$ cat src/rtl/mips20_pkg.sv
// Shared definitions for the 20-bit MIPS core: instruction field layout,
// opcode encodings and the control-bit bundle produced by the decoder.
package mips20_pkg;

  localparam int IW   = 20;
  localparam int RW   = 3;
  localparam int OPW  = 4;
  localparam int FW   = 4;
  localparam int IMMW = 10;

  localparam int OPC_LSB   = 16;
  localparam int RS_LSB    = 13;
  localparam int RT_LSB    = 10;
  localparam int RD_LSB    = 7;
  localparam int FUNCT_LSB = 3;
  localparam int IMM_LSB   = 0;

  localparam logic [OPW-1:0] OP_RTYPE = 4'd0;
  localparam logic [OPW-1:0] OP_ADDI  = 4'd1;
  localparam logic [OPW-1:0] OP_ANDI  = 4'd2;
  localparam logic [OPW-1:0] OP_ORI   = 4'd3;
  localparam logic [OPW-1:0] OP_LW    = 4'd4;
  localparam logic [OPW-1:0] OP_SW    = 4'd5;
  localparam logic [OPW-1:0] OP_BEQ   = 4'd6;
  localparam logic [OPW-1:0] OP_NOP   = 4'd7;

  // Field order matches the (regwrite,memread,memwrite,branch,alusrc,extd) table.
  typedef struct packed {
    logic regwrite;
    logic memread;
    logic memwrite;
    logic branch;
    logic alusrc;
    logic extd;
  } ctrl_t;

  function automatic logic [RW-1:0] reg_field(input logic [IW-1:0] instr, input int lsb);
    return instr[lsb +: RW];
  endfunction

endpackage

$ cat src/rtl/mips20_ctrl_decode.sv
// Combinational opcode decoder: control bits, immediate extension select,
// illegal-opcode flag and which source registers the instruction reads.
module mips20_ctrl_decode
  import mips20_pkg::*;
(
  input  logic [OPW-1:0] opcode_i,
  output ctrl_t          ctrl_o,
  output logic           illegal_o,
  output logic           reads_rs_o,
  output logic           reads_rt_o
);

  always_comb begin
    // NOTE: every output gets a default first so no path through the case infers a latch.
    ctrl_o     = '0;
    illegal_o  = 1'b0;
    reads_rs_o = 1'b0;
    reads_rt_o = 1'b0;
    unique case (opcode_i)
      OP_RTYPE: begin
        ctrl_o     = '{regwrite: 1'b1, default: 1'b0};
        reads_rs_o = 1'b1;
        reads_rt_o = 1'b1;
      end
      OP_ADDI: begin
        ctrl_o     = '{regwrite: 1'b1, alusrc: 1'b1, extd: 1'b1, default: 1'b0};
        reads_rs_o = 1'b1;
      end
      OP_ANDI, OP_ORI: begin
        ctrl_o     = '{regwrite: 1'b1, alusrc: 1'b1, default: 1'b0};
        reads_rs_o = 1'b1;
      end
      OP_LW: begin
        ctrl_o     = '{regwrite: 1'b1, memread: 1'b1, alusrc: 1'b1, extd: 1'b1, default: 1'b0};
        reads_rs_o = 1'b1;
      end
      OP_SW: begin
        ctrl_o     = '{memwrite: 1'b1, alusrc: 1'b1, extd: 1'b1, default: 1'b0};
        reads_rs_o = 1'b1;
        reads_rt_o = 1'b1;
      end
      OP_BEQ: begin
        ctrl_o     = '{branch: 1'b1, extd: 1'b1, default: 1'b0};
        reads_rs_o = 1'b1;
        reads_rt_o = 1'b1;
      end
      OP_NOP: ctrl_o = '0;
      default: illegal_o = 1'b1;
    endcase
  end

endmodule

$ cat src/rtl/if_id_decode_stage.sv
// IF/ID stage: one-entry instruction register with valid/ready handshake,
// combinational decode of the held instruction, load-use bubble and flush.
module if_id_decode_stage
  import mips20_pkg::*;
(
  input  logic            clk,
  input  logic            rst,
  input  logic            in_valid,
  output logic            in_ready,
  input  logic [IW-1:0]   in_instr,
  input  logic            flush,
  output logic            out_valid,
  input  logic            out_ready,
  output logic [OPW-1:0]  out_opcode,
  output logic [RW-1:0]   out_rs,
  output logic [RW-1:0]   out_rt,
  output logic [RW-1:0]   out_rd,
  output logic [FW-1:0]   out_funct,
  output logic [IMMW-1:0] out_imm,
  output logic            out_extd,
  output logic            out_regwrite,
  output logic            out_memread,
  output logic            out_memwrite,
  output logic            out_branch,
  output logic            out_alusrc,
  output logic            out_illegal
);

  logic          held_valid_q, held_valid_d;
  logic [IW-1:0] instr_q, instr_d;
  logic          ld_pending_q, ld_pending_d;
  logic [RW-1:0] ld_rt_q, ld_rt_d;

  logic [OPW-1:0] opcode;
  logic [RW-1:0]  rs, rt;
  ctrl_t          ctrl;
  logic           illegal, reads_rs, reads_rt;
  logic           is_rtype, load_use, drop_illegal, out_fire, in_fire;

  assign opcode   = instr_q[OPC_LSB +: OPW];
  assign rs       = reg_field(instr_q, RS_LSB);
  assign rt       = reg_field(instr_q, RT_LSB);
  assign is_rtype = (opcode == OP_RTYPE);

  mips20_ctrl_decode u_ctrl_decode (
    .opcode_i   (opcode),
    .ctrl_o     (ctrl),
    .illegal_o  (illegal),
    .reads_rs_o (reads_rs),
    .reads_rt_o (reads_rt)
  );

  // The instruction right behind an LW may not consume the loaded register yet.
  assign load_use = held_valid_q && ld_pending_q &&
                    ((reads_rs && rs == ld_rt_q) || (reads_rt && rt == ld_rt_q));
  assign drop_illegal = held_valid_q && illegal;

  assign out_valid = held_valid_q && !illegal && !load_use && !flush;
  assign out_fire  = out_valid && out_ready;
  assign in_ready  = !flush && !load_use && (!held_valid_q || out_fire);
  assign in_fire   = in_valid && in_ready;

  always_comb begin
    held_valid_d = held_valid_q;
    instr_d      = instr_q;
    ld_rt_d      = ld_rt_q;
    ld_pending_d = 1'b0;
    if (flush)                         held_valid_d = 1'b0;
    else if (in_fire)                  held_valid_d = 1'b1;
    else if (out_fire || drop_illegal) held_valid_d = 1'b0;
    if (in_fire) instr_d = in_instr;
    if (out_fire && opcode == OP_LW) begin
      ld_pending_d = 1'b1;
      ld_rt_d      = rt;
    end
  end

  always_ff @(posedge clk or posedge rst) begin
    if (rst) begin
      held_valid_q <= 1'b0;
      instr_q      <= '0;
      ld_pending_q <= 1'b0;
      ld_rt_q      <= '0;
    end else begin
      // NOTE: state registers use non-blocking assignment so every flop samples pre-edge values.
      held_valid_q <= held_valid_d;
      instr_q      <= instr_d;
      ld_pending_q <= ld_pending_d;
      ld_rt_q      <= ld_rt_d;
    end
  end

  // An empty stage presents all-zero fields rather than a stale instruction.
  assign out_opcode   = held_valid_q ? opcode : '0;
  assign out_rs       = held_valid_q ? rs : '0;
  assign out_rt       = held_valid_q ? rt : '0;
  assign out_rd       = !held_valid_q ? '0 : (is_rtype ? instr_q[RD_LSB +: RW] : rt);
  assign out_funct    = (held_valid_q && is_rtype) ? instr_q[FUNCT_LSB +: FW] : '0;
  assign out_imm      = held_valid_q ? instr_q[IMM_LSB +: IMMW] : '0;
  assign out_extd     = held_valid_q && ctrl.extd;
  assign out_regwrite = held_valid_q && ctrl.regwrite;
  assign out_memread  = held_valid_q && ctrl.memread;
  assign out_memwrite = held_valid_q && ctrl.memwrite;
  assign out_branch   = held_valid_q && ctrl.branch;
  assign out_alusrc   = held_valid_q && ctrl.alusrc;
  assign out_illegal  = drop_illegal;

endmodule
$ cat config.mk
export PLATFORM = sky130hd
export DESIGN_NAME = if_id_decode_stage
export DESIGN_NICKNAME = d
export VERILOG_FILES = /design/src/rtl/mips20_pkg.sv /design/src/rtl/mips20_ctrl_decode.sv /design/src/rtl/if_id_decode_stage.sv
export SDC_FILE = /design/constraint.sdc
export NUM_CORES = 1
export LEC_CHECK = 0
export ABC_AREA = 1
export CORE_MARGIN = 2
export CORE_UTILIZATION = 43
export DETAILED_ROUTE_END_ITERATION = 16
export PLACE_DENSITY = 0.8
export SLEW_MARGIN = 20
export SYNTH_ARGS = -nofsm -noshare
export SYNTH_HDL_FRONTEND = slang
export SYNTH_SLANG_ARGS = --single-unit
$ cat constraint.sdc
create_clock -name clk -period 2.6 [get_ports clk]
set_clock_uncertainty 0.2 [all_clocks]
set_input_delay 0.52 -clock clk [delete_from_list [all_inputs] [get_ports clk]]
set_output_delay 0.52 -clock clk [all_outputs]
set_load 0.02 [all_outputs]
# Word-level counts from Yosys, hierarchy flattened
# Cells that the tools add are included.
dict set report op_classes {
  addsub 0
  mux 15
  bitwise_logic 0
  mul 0
  shifts 0
  n_reduce_logical 32
  n_eq_ne 9
  magnitude_cmp 0
  div_mod_pow 0
}
# cell count
set op_table {}
lappend op_table {{$pmux W6 S6} 1}
lappend op_table {{$logic_and A1 B1 Y1} 20}
lappend op_table {{$eq A4 B3 Y1 const B} 4}
lappend op_table {{$mux W3} 4}
lappend op_table {{$mux W10} 1}
lappend op_table {{$eq A4 B2 Y1 const B} 2}
lappend op_table {{$mux W4} 2}
lappend op_table {{$reduce_or A8 Y1} 1}
lappend op_table {{$mux W1} 7}
lappend op_table {{$reduce_or A7 Y1} 1}
lappend op_table {{$eq A3 B3 Y1} 2}
lappend op_table {{$eq A4 B1 Y1 const B} 1}
lappend op_table {{$logic_not A4 Y1} 1}
lappend op_table {{$logic_not A1 Y1} 3}
lappend op_table {{$logic_or A1 B1 Y1} 3}
lappend op_table {{$reduce_bool A3 Y1} 1}
lappend op_table {{$reduce_or A3 Y1} 1}
lappend op_table {{$reduce_or A2 Y1} 1}
dict set report word_totals {
  n_memories 0
  output_inout_bits 36
  romBits 0
  ff_bits 25
  latchBits 0
  mem_bits_rw 0
  elab_cells 60
  in_bits 25
}

# Depth between registers and ports, before layout
dict set report logic_depth {
  depth_word 15
  ltp_mapped 13
  ltp_nobuf 12
}

# Modules after synthesis
# From an unflattened synthesis, not the netlist that was laid out.
dict set report hier_totals {
  hier_cells 250
  area_unflattened_um2 1621.6
}
# module area_per_inst_um2 cells_each instances
set modules_own_cells {}
lappend modules_own_cells {if_id_decode_stage 1508.9 224 1}
lappend modules_own_cells {mips20_ctrl_decode 112.6 26 1}

# Worst setup path before layout
# OpenSTA, ideal clock, no wires.
dict set report synth_timing {
  path_kind {flip-flop to output port}
  startpoint {register instr_q[17]}
  endpoint {output in_ready}
  setup_slack_ns 0.271
  path_buffers 0
  arrival_time_ns 1.609
  path_stages_with_launch 9
  required_ns 1.880
  path_cell_list {dfrtp_1 -> inv_1 -> nand2_1 -> nand3_1 -> nand2_1 -> nand3_1 -> nand2_1 -> a21oi_2 -> a21boi_0}
}
dict set report synth_between {
  elab_chain_cells 12
}
# element line
set synth_lines {}
lappend synth_lines {{start: declaration} if_id_decode_stage.sv:30} ;# logic [IW-1:0] instr_q, instr_d;
lappend synth_lines {{start signal: assignment} if_id_decode_stage.sv:87} ;# instr_q <= instr_d;
lappend synth_lines {{$eq A4 B3 Y1 (tied with other cells)} mips20_ctrl_decode.sv:19} ;# unique case (opcode_i)
lappend synth_lines {{$reduce_or A7 Y1 (no line) or $reduce_or A3 Y1 (tied branches)} --}
lappend synth_lines {{$mux W1} mips20_ctrl_decode.sv:19}
lappend synth_lines {{$logic_and A1 B1 Y1} if_id_decode_stage.sv:55} ;# ((reads_rs && rs == ld_rt_q) || (reads_rt && rt == ld_rt_q));
lappend synth_lines {{$logic_or A1 B1 Y1} if_id_decode_stage.sv:55}
lappend synth_lines {{$logic_and A1 B1 Y1} if_id_decode_stage.sv:54} ;# assign load_use = held_valid_q && ld_pending_q &&
lappend synth_lines {{$logic_not A1 Y1} {if_id_decode_stage.sv:58, if_id_decode_stage.sv:60}}
lappend synth_lines {{$logic_and A1 B1 Y1 (2 in series)} if_id_decode_stage.sv:58} ;# assign out_valid = held_valid_q && !illegal && !load_use && !flush;
lappend synth_lines {{$logic_and A1 B1 Y1} if_id_decode_stage.sv:59} ;# assign out_fire = out_valid && out_ready;
lappend synth_lines {{$logic_or A1 B1 Y1} if_id_decode_stage.sv:60} ;# assign in_ready = !flush && !load_use && (!held_valid_q || out_fire);
lappend synth_lines {{$logic_and A1 B1 Y1 (*)} if_id_decode_stage.sv:60}
lappend synth_lines {{end: declaration} if_id_decode_stage.sv:9} ;# output logic in_ready,
# Mark *: on every way between the ends. The rest lies on a longest branch, timed or not.

# Worst setup path after layout
# Same ends and word-level chain as after synthesis.

==> results.sh <==
export IMPL_drv_slew=0
export IMPL_core_area_um2=3360
export IMPL_fmax_mhz=409
export IMPL_root_buffer="clkbuf_4"
export IMPL_period_share_pct=94.0
export IMPL_antenna_found_initial=0
export IMPL_pin_count=61
export IMPL_grt_pass1_vias=1496
export IMPL_finalSetupViolations=0
export IMPL_clk_pin_slew_ns=0.13
export IMPL_crit_required_ns=1.88
export IMPL_die_h_um=63.5
export IMPL_synth_area_per_cell_um2=6.92
export IMPL_p_leak_nw=1.30
export IMPL_grt_start_max_net_pins=26
export IMPL_gp_congestion=0.859
export IMPL_hold_worst_slack_ns=0.293
export IMPL_drtAntennaViolNets=0
export IMPL_drc_errors=0
export IMPL_path_common_cell="nand2_1"
export IMPL_tightest_slew_ns=0.456
export IMPL_yosys_register_bits=25
export IMPL_crit_chain="inv_1 > buf_4 > nand3_4 > nand2_1 > nand3_1 > nand2_1 > a21oi_2 > a21boi_1 > buf_2"
export IMPL_hold_viol_final=0
export IMPL_outcome="finished clean"
export IMPL_place_ws_ns=-0.131
export IMPL_power_total_mw=1.35
export IMPL_yosysUniqueCellTypes=23
export IMPL_seqCellArea_um2=628
export IMPL_syn_to_final_growth_pct=48.3
export IMPL_min_period_ns=2.44
export IMPL_multi_input_area_um2=704
export IMPL_cp_slowest_cell="dfrtp_1"
export IMPL_r2r_slack_ns=0.27
export IMPL_hold_depth=2
export IMPL_synth_cells=220
export IMPL_wl_per_cell_um=12.3
export IMPL_rows=21
export IMPL_start_kind="register"
export IMPL_cts_sinks=25
export IMPL_drv_cap=0
export IMPL_dr_first_iter_drc_count=81
export IMPL_clockBufferDepth=2
export IMPL_cts_tree="done"
export IMPL_relSlewSlack_pct=69.6
export IMPL_fillCellCount=328
export IMPL_antenna_cells=0
export IMPL_grt_overflow_total=0
export IMPL_fin_ws_ns=0.155
export IMPL_p_per_area_nw_per_um2=597
export IMPL_die_w_um=63.5
export IMPL_r2r_cells=11
export IMPL_cp_end_kind="output pin"
export IMPL_drive_gt1_share_pct=11.1
export IMPL_initial_utilization_pct=45.3
export IMPL_crit_arrival_ns=1.72
export IMPL_wl_um=4120
export IMPL_hold_buffers=0
export IMPL_die_area_um2=4030
export IMPL_grt_usage_pct=22.1
export IMPL_synth_nets=245
export IMPL_port_buffers=60
export IMPL_ir_drop_mv=0.323
export IMPL_hold_class="register to register"
export IMPL_yosys_warnings=0
export IMPL_grt_pass1_wl_um=7010
export IMPL_synth_area_um2=1520
export IMPL_htreeDepth=1
export IMPL_cts_buffers_inserted=3
export IMPL_worstSetupPathType="register to output pin"
export IMPL_hpwl_um=3150
export IMPL_dr_pass1_iters=4
export IMPL_cpPeakStageDelay_ns=0.40
export IMPL_fin_util_pct=67.2
export IMPL_worstPathMaxFanout=4
export IMPL_layout_nets=314
export IMPL_vias=1594
export IMPL_clk_latency_ns=0.32
export IMPL_viasPerCell=4.77
export IMPL_seq_area_frac_synth_pct=41.1
==> layout by cell type, fill, tap and decap left out, types with 3 or more instances in the layout <==
cell type,n
a21oi_1,6
buf_4,14
clkbuf_4,3
clkdlybuf4s50_1,45
dfrtp_1,23
dlygate4sd2_1,11
inv_1,35
nand2_1,85
nand3_1,6
nand4_1,21
nor2_1,13
o21ai_0,3
==> repair_timing <==
item | 4_1_cts | 5_1_grt
setup endpoints to repair | 13 | 4
setup buffers | 0 | 2
gates resized for setup | 18 | 6
endpoints found under the hold margin | 0 | 0
==> metrics by stage <==
step	instances	cell area (um^2)	TNS, ns
2_1_floorplan	220	1520	0
3_3_place_gp	328	2230	-0.0848
3_5_place_dp	328	2230	-0.131
4_1_cts	332	2240	0
5_1_grt	334	2260	-0.00424
6_report	334	2260	0
==> critical path: cells and delay by family (launching register included) <==
kind	cells	cell delay, ns
buffers and inverters	3	0.41
AND/OR/NAND/NOR	4	0.27
flip-flops	1	0.40
AO/OA/AOI/OAI	2	0.31
==> kinds of logic (layout without fill, tap and decap cells) <==
family,count (synthesis),count (layout),share of synthesized area (%)
simple gates,134,134,40.8
buf+inv,47,115,12.7
flops,25,25,41.1
compound gates,12,12,4.35
xor+xnor,2,2,1.15
==> synthesized netlist by cell type <==
library cell / count / area share (%)
nand2_1: 85 / 21
inv_1: 35 / 8.6
dfrtp_1: 25 / 41
nand4_1: 21 / 8.6
nor2_1: 13 / 3.2
a21oi_1: 6 / 2.0
nand3_1: 6 / 2.0
buf_2: 4 / 1.3
clkbuf_1: 4 / 0.99
buf_4: 3 / 1.5
o21ai_0: 3 / 0.99
nand2_2: 2 / 0.82
nor2_2: 2 / 0.82
xnor2_1: 2 / 1.2
a21boi_0: 1 / 0.49
a21oi_2: 1 / 0.58
inv_2: 1 / 0.25
nand3_2: 1 / 0.66
nand3_4: 1 / 1.2
nand4_4: 1 / 1.4
nor2_4: 1 / 0.74
nor4_1: 1 / 0.41
o21ai_1: 1 / 0.33
==> report_power, final <==
| group | internal, mW | switching (mW) | leakage [nW] |
|---|---|---|---|
| logic | 0.273 | 0.344 | 0.980 |
| registers | 0.476 | 0.0786 | 0.302 |
| clock network | 0.0602 | 0.116 | 0.0150 |
| total | 0.809 | 0.538 | 1.30 |
==> path summary, 6_finish.rpt <==
check | from | to
hold / removal | instr_q[3] | instr_q[3]
hold reg to reg | instr_q[3] | instr_q[3]
setup / recovery | instr_q[17] | in_ready
max in group asynchronous | rst | held_valid_q
setup reg to reg | instr_q[17] | instr_q[5]
min in group asynchronous | rst | instr_q[6]
==> flip-flops by register name (all words and copies together) (netlist names) <==
register      count
instr_q          20
held_valid_q      1
ld_pending_q      1
ld_rt_q           3
==> cell type report <==
type / instances / area share (%)
inverter: 36 / 5.98
sequential: 25 / 27.8
multi-input combinational: 148 / 31.2
tap: 46 / 2.55
timing repair buffer: 75 / 31.3
clock buffer: 4 / 1.16
==> routing by layer <==
layer | up-vias | GRT usage, % | share of wire, %
met3 | 7 | 3.21 | 4.4
met1 | 727 | 29.1 | 42
li1 | 820 | - | -
met4 | 0 | 8.42 | 1.8
met5 | - | 0 | 0
met2 | 40 | 36.4 | 52
Note: power is estimated with default switching activity, not from simulation.
